`src/rtl/nand_logic_pipe.sv`:
```
// nand_logic_pipe: WIDTH-bit bitwise logic unit (NAND/AND/NOR/XOR) feeding a
// STAGES-deep valid/ready register pipeline with full back-pressure.
// Optional feature macro: NAND_PIPE_COUNT_EN adds the 16-bit xfer_cnt output
// counting delivered results (wraps at 16'hFFFF).
module nand_logic_pipe #(
    parameter int unsigned WIDTH  = 8,
    parameter int unsigned STAGES = 2
) (
    input  logic             clk,
    input  logic             rst_n,
    input  logic             in_valid,
    output logic             in_ready,
    input  logic [WIDTH-1:0] a,
    input  logic [WIDTH-1:0] b,
    input  logic [1:0]       op,
    output logic             out_valid,
    input  logic             out_ready,
    output logic [WIDTH-1:0] y
`ifdef NAND_PIPE_COUNT_EN
    ,
    output logic [15:0]      xfer_cnt
`endif
);

    typedef enum logic [1:0] {
        OP_NAND = 2'b00,
        OP_AND  = 2'b01,
        OP_NOR  = 2'b10,
        OP_XOR  = 2'b11
    } op_e;

    op_e              op_sel;
    logic [WIDTH-1:0] res_d;
    logic [STAGES-1:0] v_q;
    logic [WIDTH-1:0] d_q [STAGES];
    logic [STAGES-1:0] rdy;
    logic             rdy_acc;

    assign op_sel = op_e'(op);

    // Bitwise operation selected by op, evaluated on the current operands
    always_comb begin
        res_d = '0;
        case (op_sel)
            OP_NAND: res_d = ~(a & b);
            OP_AND:  res_d = a & b;
            OP_NOR:  res_d = ~(a | b);
            OP_XOR:  res_d = a ^ b;
            default: res_d = '0;
        endcase
    end

    // Ready chain: stage k can load when it or any stage downstream is empty,
    // or when the consumer takes the last stage. Accumulated in a scalar from
    // the output end so no vector bit depends on another bit of itself.
    always_comb begin
        rdy_acc = out_ready;
        rdy     = '0;
        for (int unsigned i = 0; i < STAGES; i++) begin
            rdy_acc            = rdy_acc | ~v_q[STAGES-1-i];
            rdy[STAGES-1-i]    = rdy_acc;
        end
    end

    assign in_ready  = rdy[0];
    assign out_valid = v_q[STAGES-1];
    assign y         = d_q[STAGES-1];

    // Pipeline registers: stage 0 captures the result, later stages shift forward
    always_ff @(posedge clk or negedge rst_n) begin
        if (!rst_n) begin
            v_q <= '0;
            for (int unsigned k = 0; k < STAGES; k++) begin
                d_q[k] <= '0;
            end
        end else begin
            if (rdy[0]) begin
                v_q[0] <= in_valid;
                if (in_valid) begin
                    d_q[0] <= res_d;
                end
            end
            for (int unsigned k = 1; k < STAGES; k++) begin
                if (rdy[k]) begin
                    v_q[k] <= v_q[k-1];
                    if (v_q[k-1]) begin
                        d_q[k] <= d_q[k-1];
                    end
                end
            end
        end
    end

`ifdef NAND_PIPE_COUNT_EN
    logic [15:0] cnt_q;
    logic [15:0] cnt_d;

    // Next count: one more per output transfer, natural 16-bit wrap
    always_comb begin
        cnt_d = cnt_q;
        if (out_valid && out_ready) begin
            cnt_d = cnt_q + 16'd1;
        end
    end

    // Delivered-result counter register
    always_ff @(posedge clk or negedge rst_n) begin
        if (!rst_n) begin
            cnt_q <= '0;
        end else begin
            cnt_q <= cnt_d;
        end
    end

    assign xfer_cnt = cnt_q;
`endif

endmodule

```
`config.mk`:
```
export PLATFORM = sky130hd
export DESIGN_NAME = nand_logic_pipe
export DESIGN_NICKNAME = d
export VERILOG_FILES = /design/src/rtl/nand_logic_pipe.sv
export SDC_FILE = /design/constraint.sdc
export NUM_CORES = 1
export LEC_CHECK = 0
export CORE_UTILIZATION = 36
export CTS_CLUSTER_SIZE = 30
export DETAILED_ROUTE_END_ITERATION = 8
export SYNTH_ARGS = -nofsm -noshare
export SYNTH_HDL_FRONTEND = slang
export SYNTH_SLANG_ARGS = --single-unit
```
`constraint.sdc`:
```
create_clock -name clk -period 2.3 [get_ports clk]
set_clock_uncertainty 0.2 [all_clocks]
set_input_delay 0.23 -clock clk [delete_from_list [all_inputs] [get_ports clk]]
set_output_delay 0.23 -clock clk [all_outputs]
set_load 0.005 [all_outputs]
```
Word-level counts from Yosys, hierarchy flattened
Index checks and enable logic that the tools add are counted.
{"block": "classes", "reduce_logical": 3, "mux": 1, "n_eq_ne": 3, "n_bitwise": 9}
{"operator": "8-bit one-hot mux with 4 select lines", "count": 1}
{"operator": "8-bit NOT", "count": 2}
{"operator": "8-bit bitwise AND", "count": 1}
{"operator": "8-bit bitwise OR", "count": 1}
{"operator": "8-bit bitwise XOR", "count": 1}
{"operator": "2-bit == test, second input constant", "count": 2}
{"operator": "2-bit AND reduction", "count": 2}
{"operator": "2-bit by 1-bit == test with 1-bit output, second input constant", "count": 1}
{"operator": "2-bit logical NOT", "count": 1}
{"operator": "1-bit NOT", "count": 2}
{"operator": "1-bit bitwise OR", "count": 2}
{"block": "word_totals", "out_inout_bits": 10, "wordCells": 20, "in_bits": 22, "ff_bits": 18}

Longest topological paths before layout
Gate-level depths: netlist (run 1).
{"block": "depth", "word_depth": 4, "ltp_mapped": 5, "ltp_nobuf": 5}

Worst setup path before layout (run 1)
OpenSTA, ideal clock, no wires.
{"block": "synth_timing", "kind": "register to register", "from": "reg v_q[1]", "to": "reg d_q[10] (netlist bit)", "stages_incl_launch_ff": 4, "setup_ns": 0.125, "t_arrival_ns": 1.015, "n_path_buf": 0, "synth_period_minus_slack_ns": 1.340, "required_ns": 1.975, "path_slack_ns": 0.960, "path_cell_list": "dfrtp_1 nand3b_1 nand2_2 mux2_2"}
{"block": "synth_via", "elab_chain_len": 4}
{"item": "start, declared", "line_no": "34", "source": "logic [STAGES-1:0] v_q;"}
{"item": "start signal, assigned by index", "line_no": "85", "source": "v_q[k] <= v_q[k-1];"}
{"item": "1-bit NOT", "line_no": "60", "source": "rdy_acc = rdy_acc | ~v_q[STAGES-1-i];"}
{"item": "1-bit bitwise OR (2 in a row)", "line_no": "60"}
{"item": "named net in_ready", "line_no": "12", "source": "output logic in_ready,"}
{"item": "2-bit AND reduction (no source line)"}
{"item": "end signal, assigned by index", "line_no": "87", "source": "d_q[k] <= d_q[k-1];"}
{"item": "end, declared", "line_no": "35", "source": "logic [WIDTH-1:0] d_q [STAGES];"}
The timed path passes the listed nets, and every way through them passes these cells.
A chain may end at the register's enable or synchronous reset.

Worst setup path after layout (run 1)
{"block": "layout_timing", "from": "in out_ready", "to": "out in_ready"}
{"block": "layout_via", "elab_chain_len": 2}
{"item": "start, declared", "line_no": "17", "source": "input logic out_ready,"}
{"item": "1-bit bitwise OR (2 in a row)", "line_no": "60"}
{"item": "end, declared", "line_no": "12"}
No other way between the ends.

==> flow_metrics.env, run 1 <==
export IMPL_grt_pass1_vias=665
export IMPL_syn_to_final_growth_pct=25.5
export IMPL_max_freq_mhz=551
export IMPL_floorplan_initialDensity=0.376
export IMPL_drc=0
export IMPL_min_path_type="in -> async"
export IMPL_cts_buffers=3
export IMPL_ys_ff_latch=18
export IMPL_gr_total_overflow=0
export IMPL_ff_latch_area_um2=450
export IMPL_worst_slack_ps=487
export IMPL_maxCapViolCount=0
export IMPL_intPower_mw=0.706
export IMPL_switchingPower_mw=0.232
export IMPL_drtIter0Drc=7
export IMPL_clkTransAtPathRegs_ps=100
export IMPL_yosysTopAreaCell="dfrtp_1"
export IMPL_synth_area_um2=1260
export IMPL_ir_worst_vdd_uv=163
export IMPL_post_drt_wl_per_cell_um=9.96
export IMPL_antenna_found_initial=0
export IMPL_num_io_pins=32
export IMPL_grt_pass1_wl_um=2990
export IMPL_worstSetupStartpointType="input port"
export IMPL_combPwrFrac=0.334
export IMPL_synth_edf_count=0
export IMPL_synthCells=107
export IMPL_place_area_um2=1540
export IMPL_ys_types=13
export IMPL_drtPass1Iterations=2
export IMPL_crit_required_ps=1870
export IMPL_crit_arrival_ps=1380
export IMPL_tightest_slew_ps=514
export IMPL_pwr_share_clk=0.202
export IMPL_final_util=0.472
export IMPL_outcome="complete, no violations"
export IMPL_dieArea_um2=3730
export IMPL_regToRegSetupSlack_ps=880
export IMPL_syn_nets=145
export IMPL_setup_violations=0
export IMPL_switching_share=0.247
export IMPL_crit_type="in -> out"
export IMPL_syn_avg_cell_area_um2=11.7
export IMPL_dp_hpwl_um=1430
export IMPL_n_antenna_cell=0
export IMPL_yosys_warnings=0
export IMPL_final_antenna_net_count=0
export IMPL_fin_tns_setup_ps=0
export IMPL_cts_resized=0
export IMPL_insertion_delay_ps=280
export IMPL_worstPathMaxFanout=3
export IMPL_cts_max_path_buffers=2
export IMPL_fin_crit_ps=1810
export IMPL_async_flop_share=1.00
export IMPL_die_w_um=61.1
export IMPL_portBuffers=31
export IMPL_ys_top_cells_by_area="dfrtp_1 (36%), ha_1 (16%), mux2_2 (14%)"
export IMPL_pre_cts_ws_ps=398
export IMPL_wirelength_um=1780
export IMPL_final_area_um2=1580
export IMPL_gp_congestion=0.668
export IMPL_synthDominantCellAreaShare=0.359
export IMPL_ys_top_cells_by_count="dfrtp_1 (18), ha_1 (16), inv_1 (16), mux2_2 (16), mux2i_1 (16)"
export IMPL_cts_tree="done"
export IMPL_htreeDepth=1
export IMPL_multi_input_area_um2=647
export IMPL_fin_crit_sh=0.788
export IMPL_ys_flop_type="dfrtp_1"
export IMPL_vias=782
export IMPL_pwr_share_seq=0.465
export IMPL_drv_slew=0
export IMPL_grt_usage=0.111
export IMPL_p_leak_nw=0.795
export IMPL_viasPerCell=4.37
export IMPL_max_slew_margin_rel=0.656
export IMPL_cts_sinks=18
export IMPL_die_h_um=61.1
export IMPL_post_cts_setup_buffers=0
export IMPL_core_area_um2=3340
export IMPL_grt_max_degree=19
export IMPL_rows=21
export IMPL_synth_yosys_seq_area_share=0.359
export IMPL_clock_root_buffer="clkbuf_4"
export IMPL_drive_gt1_frac=0.173
export IMPL_synth_most_common_cell="dfrtp_1"
export IMPL_cts_hold_buf=0
export IMPL_rsz0062_at_grt="no"
export IMPL_power_density_nw_per_um2=595
export IMPL_timing_hold_violations_final=0
export IMPL_nets=172
export IMPL_end_kind="primary output"
export IMPL_n_fill_cell=331
-- kinds of logic after synthesis --
logic type | after synthesis | share of synthesized area
xor+xnor | 8 | 0.0558
fa+ha+maj | 16 | 0.159
buf+inv | 27 | 0.126
flops | 18 | 0.359
mux | 32 | 0.271
simple gates | 6 | 0.0289
-- sequential cells by signal (all words and copies together) (netlist names) --
name  flops
d_q       8
v_q       2
y         8
-- placed cells by master (no fill, tap or decap) --
| cell type | instances |
|---|---|
| mux2i_1 | 16 |
| clkbuf_4 | 3 |
| clkbuf_8 | 1 |
| nand2_2 | 1 |
| mux2_2 | 16 |
| buf_4 | 2 |
| ha_1 | 16 |
| nand3b_1 | 1 |
| clkdlybuf4s50_1 | 31 |
| dfrtp_1 | 18 |
| xor2_1 | 8 |
| nand2_1 | 1 |
| inv_1 | 16 |
| nand2b_1 | 3 |
-- cell type report --
| type | instances | share of cell area |
|---|---|---|
| Multi-Input combinational cell | 62 | 0.410 |
| Inverter | 16 | 0.0381 |
| Tap cell | 46 | 0.0365 |
| Clock buffer | 4 | 0.0230 |
| Timing Repair Buffer | 33 | 0.206 |
| Sequential cell | 18 | 0.286 |
-- power groups by stage --
| stage | clock (mW) | sequential (mW) | combinational (mW) |
|---|---|---|---|
| 2_1_floorplan | 0 | 0.430 | 0.224 |
| 3_3_place_gp | 0 | 0.442 | 0.311 |
| 3_5_place_dp | 0 | 0.445 | 0.319 |
| 4_1_cts | 0.198 | 0.438 | 0.320 |
| 5_1_grt | 0.213 | 0.446 | 0.350 |
| 6_report | 0.189 | 0.436 | 0.313 |
-- metal layers --
layer,routed length [um],part of all wire,vias to the layer above,GRT usage
met5,0,0,-,0
met4,31,0.017,0,0.0584
met3,95,0.053,4,0.0252
met2,800,0.45,22,0.158
met1,855,0.48,358,0.155
li1,-,-,398,-
-- worst paths after layout --
| kind | from | endpoint | cells after the start |
|---|---|---|---|
| max reg2reg | v_q[1] | y[6] | 3 |
| max | out_ready | in_ready | 3 |
| min in group clk | v_q[0] | v_q[1] | 1 |
| max in group asynchronous | rst_n | d_q[8] | 2 |
| min | rst_n | y[5] | 2 |
| min reg2reg | v_q[0] | v_q[1] | 1 |
-- per-stage QoR --
stage          hold slack (ps)  power [mW]  instances
3_3_place_gp               271       0.752        175
3_5_place_dp               282       0.763        175
6_report                  63.2       0.938        179
4_1_cts                   65.7       0.956        179
2_1_floorplan             -266       0.655        107
5_1_grt                   71.1        1.01        179
-- critical path: stages --
cell	delay (ps)
clkdlybuf4s50_1	470
nand3b_1	160
clkdlybuf4s50_1	520
Power figures use the tool's default switching activity.
==> run 2: changes to the inputs <==
clock period = 1.5 ns   (was 2.3 ns; I/O delays follow)
==> flow_metrics.env, run 2 (same netlist as run 1, synthesis figures left out) <==
export IMPL_grt_pass1_wl_um=2920
export IMPL_insertion_delay_ps=280
export IMPL_cts_tree="done"
export IMPL_final_antenna_net_count=0
export IMPL_gp_congestion=0.722
export IMPL_worst_slack_ps=15.1
export IMPL_grt_pass1_vias=676
export IMPL_cts_max_path_buffers=2
export IMPL_num_io_pins=32
export IMPL_min_path_type="in -> reg"
export IMPL_drtIter0Drc=19
export IMPL_crit_required_ps=1480
export IMPL_place_area_um2=1610
export IMPL_drc=0
export IMPL_die_w_um=61.1
export IMPL_floorplan_initialDensity=0.376
export IMPL_htreeDepth=1
export IMPL_cts_buffers=3
export IMPL_power_density_nw_per_um2=852
export IMPL_max_freq_mhz=673
export IMPL_clkTransAtPathRegs_ps=100
export IMPL_max_slew_margin_rel=0.851
export IMPL_layout_commonest_cell="dfrtp_1"
export IMPL_pre_cts_ws_ps=-300
export IMPL_end_kind="flop"
export IMPL_tightest_slew_ps=223
export IMPL_fin_crit_sh=0.990
export IMPL_antenna_found_initial=0
export IMPL_portBuffers=31
export IMPL_rsz0062_at_grt="no"
export IMPL_die_h_um=61.1
export IMPL_rows=21
export IMPL_worstPathMaxFanout=2
export IMPL_clock_root_buffer="clkbuf_4"
export IMPL_fin_crit_ps=1480
export IMPL_dieArea_um2=3730
export IMPL_timing_hold_violations_final=0
export IMPL_n_antenna_cell=0
export IMPL_drv_slew=0
export IMPL_worstSetupStartpointType="input port"
export IMPL_vias=805
export IMPL_ir_worst_vdd_uv=287
export IMPL_gr_total_overflow=0
export IMPL_syn_to_final_growth_pct=34.5
export IMPL_nets=179
export IMPL_p_leak_nw=0.938
export IMPL_grt_max_degree=19
export IMPL_drtPass1Iterations=4
export IMPL_crit_arrival_ps=1470
export IMPL_post_drt_wl_per_cell_um=10.5
export IMPL_maxCapViolCount=0
export IMPL_crit_type="in -> reg"
export IMPL_cts_sinks=18
export IMPL_final_area_um2=1690
export IMPL_wirelength_um=1960
export IMPL_outcome="complete, no violations"
export IMPL_dp_hpwl_um=1540
export IMPL_setup_violations=0
export IMPL_drive_gt1_frac=0.207
export IMPL_viasPerCell=4.33
export IMPL_grt_usage=0.107
export IMPL_core_area_um2=3340
export IMPL_hold_ws_ps=275
run 2: final cells by class:
class,instances,area [um2]
Tap cell,46,57.6
Fill cell,324,1650
Multi-Input combinational cell,62,652
Clock buffer,4,36.3
Inverter,16,60.1
Timing Repair Buffer,40,433
Sequential cell,18,450
run 2: final timing paths:
path | from | end | slack, ps | cells past startpoint
max in group asynchronous | rst_n | v_q[0] | 360 | 3
setup / recovery | a[0] | d_q[8] | 20 | 6
hold reg to reg | v_q[0] | v_q[1] | 310 | 1
hold / removal | b[5] | d_q[13] | 270 | 5
setup reg to reg | v_q[0] | d_q[14] | 70 | 4
min in group asynchronous | rst_n | y[2] | 550 | 3
run 2: per-layer routing:
| layer | global-route usage | part of all wire |
|---|---|---|
| met4 | 0.0487 | 0.015 |
| met2 | 0.182 | 0.50 |
| met3 | 0.0189 | 0.047 |
| met5 | 0 | 0 |
| met1 | 0.133 | 0.44 |
run 2: where the power goes:
group / leakage [nW] / switching (mW) / internal, mW
clock: 0.0210 / 0.143 / 0.148
sequential: 0.213 / 0.0591 / 0.608
combinational: 0.704 / 0.165 / 0.316
run 2: worst max-delay path: stages:
cell and delay [ps]:
clkdlybuf4s50_1 480, inv_1 50, ha_1 290, mux2i_1 140
mux2i_1 100, mux2_2 260
run 2: metrics by stage:
| stage | power [mW] | instances | util | setup TNS [ps] |
|---|---|---|---|---|
| 2_1_floorplan | 1.00 | 107 | - | 0 |
| 3_3_place_gp | 1.18 | 179 | 0.482 | -2880 |
| 6_report | 1.44 | 186 | 0.506 | 0 |
| 5_1_grt | 1.54 | 186 | 0.506 | 0 |
| 3_5_place_dp | 1.20 | 179 | 0.482 | -3250 |
| 4_1_cts | 1.47 | 186 | 0.499 | 0 |
run 2: what timing repair did:
action / in CTS / in global routing
pin swaps: 1 / 1
setup endpoints to repair: 6 / 7
endpoints found under the hold margin: 18 / 0
resized for setup: 7 / 9
hold buffers: 1 / 0
buffers inserted: 2 / 0
==> patch 1 (config.mk and constraints of run 1) <==
`WIDTH`: 8 -> 10.
--- a/src/rtl/nand_logic_pipe.sv
+++ b/src/rtl/nand_logic_pipe.sv
@@ -3,7 +3,7 @@
 // Optional feature macro: NAND_PIPE_COUNT_EN adds the 16-bit xfer_cnt output
 // counting delivered results (wraps at 16'hFFFF).
 module nand_logic_pipe #(
-    parameter int unsigned WIDTH  = 8,
+    parameter int unsigned WIDTH  = 10,
     parameter int unsigned STAGES = 2
 ) (
     input  logic             clk,
Ports: changed (resized a, b and y); port bits go from 32 to 38. The function was not compared with the original's and may differ.
==> patch 1 against run 1 <==
Synthesized area grew 22%; critical endpoint unchanged; total power grew 37%; clock power grew 88%; combinational power is 25% higher; highest routed layer unchanged; hold slack improved by 51 ps; via count is 22% higher; die area grew 21%; synthesized cell count increased by 22%; wire length is 31% higher; register-to-register slack worse by 40 ps; setup slack worse by 4.1 ps; cell area is 25% higher; sequential cell count is 4 higher.
==> patch 1: results (changes against run 1) <==
sequential fraction of the synthesis area=35.92% (+0.062 points); met3 wire length=84 µm (-12%); WL met1=1077 µm (+26%); Num Clock Sinks=22 (+4); Worst-Skew Late Latency=260 ps (-20 ps); Cell Count, Final, Fillers Out=212 (+18%); Synth area leaders=dfrtp_1 36%, ha_1 16%, mux2_2 15%; Post-synth ARST share=100.0% (unchanged); IO buf count=37 (+19%); clock slew at reported path FFs=80 ps (-20 ps); Int Pwr=0.9858 mW (+40%); Non-CTS buffers=40 (+21%); Root Driver=clkbuf_8; fraction of layout instances using a drive strength above 1=17.90% (+0.61 points); Yosys cell types=11 (-2); buffering overhead=20.61% (-0.024 points); top post-synthesis cells by count=22 x dfrtp_1, 20 x ha_1, 20 x inv_1, 20 x mux2_2, 20 x mux2i_1; nonclk inv count=20 (+4); GRT Util Overall=11.84% (+0.78 points); Placed Area=1896 µm² (+23%); full die area=4523 µm² (+21%); vias per std cell=4.509 (+3.2%); global-route wire length before repair=3967 µm (+33%); DR WL met2=1102 µm (+38%); Syn Area/Cell=11.70 µm² (-0.34%); GRT met3 Usage=1.520% (-1.0 points); top_reg_cell synth=dfrtp_1; comb_multi_in=76 (+23%); mux cell area share after synthesis=27.76% (+0.66 points); Detailed Route Iter0 Violations=29 (+22); detailed placer's ending HPWL=1922 µm (+35%); clock buf count=3 (-1); Lkg Pwr=0.9945 nW (+25%); first-pass detailed-route iteration total=2 (unchanged); post-synthesis adder-cell area fraction=16.33% (+0.39 points); fin util=48.47% (+1.2 points); nets=209 (+22%); largest net degree at the start of global routing=23 (+4); worst vdd ir=271.5 µV (+66%); slew of the pin with the lowest slew margin=277.3 ps (-236.3 ps); fraction of area in registers=27.99% (-0.58 points); number of global-route vias before repair=904 (+36%); met2 usage=19.50% (+3.7 points); multi-input combinational area share=40.78% (-0.26 points); outcome=completed; WL/cell=10.99 µm (+10%); Post-Synth XOR/XNOR Area=5.714% (+0.14 points); slowest CP cell=clkdlybuf4s50_1; number of fill cells=369 (+11%); clk tree area frac=3.626% (+1.3 points); post-place setup slack=406.2 ps (+8.630 ps); syn nets=177 (+22%); M1 GR Usage=14.63% (-0.88 points)
-- patch 1: cell count changes after synthesis --
cell / change
buf_12: -1
buf_4: +2
buf_6: +1
dfrtp_1: +4
ha_1: +4
inv_1: +4
mux2_2: +4
mux2i_1: +4
nand2_1: -1
nand2_2: +1
xor2_1: +2
-- patch 1: final timing paths --
| path | startpoint | to | slack (ps) | cells past startpoint |
|---|---|---|---|---|
| max | out_ready | in_ready | 480 | 3 |
| min | rst_n | y[3] | 110 | 2 |
| max reg2reg | v_q[0] | d_q[13] | 840 | 3 |
| min reg2reg | d_q[11] | d_q[11] | 310 | 1 |
| max in group asynchronous | rst_n | d_q[17] | 1570 | 2 |
| min in group clk | d_q[11] | d_q[11] | 310 | 1 |
-- patch 1: power groups by stage --
stage,sequential (mW),combinational [mW],clock (mW)
floorplan,0.528,0.275,0
global placement,0.547,0.389,0
detailed placement,0.553,0.398,0
CTS,0.544,0.400,0.364
global route,0.556,0.436,0.378
finish,0.543,0.391,0.356
==> patch 2 (config.mk and constraints of run 1) <==
Made on the original files. Add a define of `NAND_PIPE_COUNT_EN`.
--- a/src/rtl/nand_logic_pipe.sv
+++ b/src/rtl/nand_logic_pipe.sv
@@ -2,6 +2,8 @@
 // STAGES-deep valid/ready register pipeline with full back-pressure.
 // Optional feature macro: NAND_PIPE_COUNT_EN adds the 16-bit xfer_cnt output
 // counting delivered results (wraps at 16'hFFFF).
+`define NAND_PIPE_COUNT_EN
+
 module nand_logic_pipe #(
     parameter int unsigned WIDTH  = 8,
     parameter int unsigned STAGES = 2
Formal check against the unedited RTL (old outputs only; new: xfer_cnt): equivalent (Yosys induction, for registers that start in step).
==> patch 2 against run 1 <==
Via count is 63% higher; setup slack worse by 50 ps; non-clock buffer count is 16 higher; critical path depth stayed put; maximum frequency is 2.7% lower; wire length is 77% higher; total power is 87% higher; cell area is 59% higher; sequential cell count is 16 higher; synthesized area is 54% higher; critical path type unchanged; largest cell class unchanged; largest power group unchanged.
==> patch 2: results (changes against run 1) <==
M1 GR Usage=16.01% (+0.50 points); number of global-route vias before repair=1176 (+77%); fraction of layout instances using a drive strength above 1=14.16% (-3.1 points); Fmax=0.5367 GHz (-2.7%); Int Pwr=1.270 mW (+80%); Reg-to-Reg Start=xfer_cnt[0]; reg-to-reg slack, setup=780 ps (-100 ps); Post-synth ARST share=100.0% (unchanged); Yosys cell types=29 (+16); Worst-Skew Late Latency=280 ps (about the same); max reg flops=16; WL/cell=10.64 µm (+6.9%); mux cell area share after synthesis=9.884% (-17 points); worst vdd ir=256.5 µV (+57%); largest net degree at the start of global routing=35 (+16); H-tree levels=2 (+1); post-synthesis adder-cell area fraction=10.98% (-5.0 points); Synth Area in Compound Gates=4.134% (+4.1 points); cell total after placement=288 (+65%); Placed Area=2414 µm² (+57%); Total Routed Length=3150 µm (+77%); IO buf count=47 (+52%); GP Congestion=0.6972 (+4.4%); first-pass detailed-route iteration total=4 (+2); global-route wire length before repair=5285 µm (+77%); nets=264 (+53%); Syn Area/Cell=10.64 µm² (-9.4%); GRT Util Overall=12.50% (+1.4 points); RR Endpoint=xfer_cnt[6]; Comb pwr share=27.6% (-5.8 points); syn nets=221 (+52%); Worst slew margin=65.58% (-0.066 points); PD cells=698.8 nW/µm² (+17%); number of CTS-inserted buffers=5 (+2); Lkg Pwr=1.189 nW (+50%); sequential fraction of the synthesis area=43.93% (+8.1 points); clock slew at reported path FFs=70 ps (-30 ps); outcome=completed; WP data arrival=1430 ps (+50 ps); top post-synthesis cells by count=34 x dfrtp_1, 17 x ha_1, 17 x mux2_2, 16 x inv_1, 16 x nand2_1; reg2reg path depth=5 (+2); hold_ws=162.7 ps (+99.52 ps); post-place setup slack=415.8 ps (+18.20 ps); met2 usage=19.74% (+3.9 points); Synth area leaders=dfrtp_1 44%, ha_1 11%, mux2_2 9.9%; detailed placer's ending HPWL=2375 µm (+66%); GRT met3 Usage=4.365% (+1.8 points); vias per std cell=4.304 (-1.5%); crit path max fanout=5 (+2); Root Driver=clkbuf_8; Post-Synth XOR/XNOR Area=10.40% (+4.8 points)
## patch 2: cell count changes after synthesis, sizes merged, moves of 2 or more
cell and change:
o21ai +8, a21oi +8, nand3 +5, mux2i -16, nor2 +11, xnor2 +11, and4 +2, xor2 +4
and3 +3, nand4 +2, nand2 +15, dfrtp +16
## patch 2: final cells by class
type,count,area (µm²)
sequential,34,850.8
clock inverter,1,5.005
multi-input combinational,119,929.6
timing repair buffer,49,485.5
clock buffer,7,86.33
tap,70,87.58
inverter,16,60.06
fill,513,2635
## patch 2: worst max-delay path by stage
stage	endpoint	cells after the start
6_report	in_ready	3
2_1_floorplan	xfer_cnt[6]	5
3_5_place_dp	d_q[11]	6
3_3_place_gp	d_q[14]	5
5_1_grt	in_ready	3
4_1_cts	in_ready	3
## patch 2: layer usage
metal | vias up | routed length (µm)
li1 | 672 | -
met1 | 555 | 1553
met2 | 42 | 1339
met3 | 5 | 208
met4 | 0 | 49
met5 | - | 0
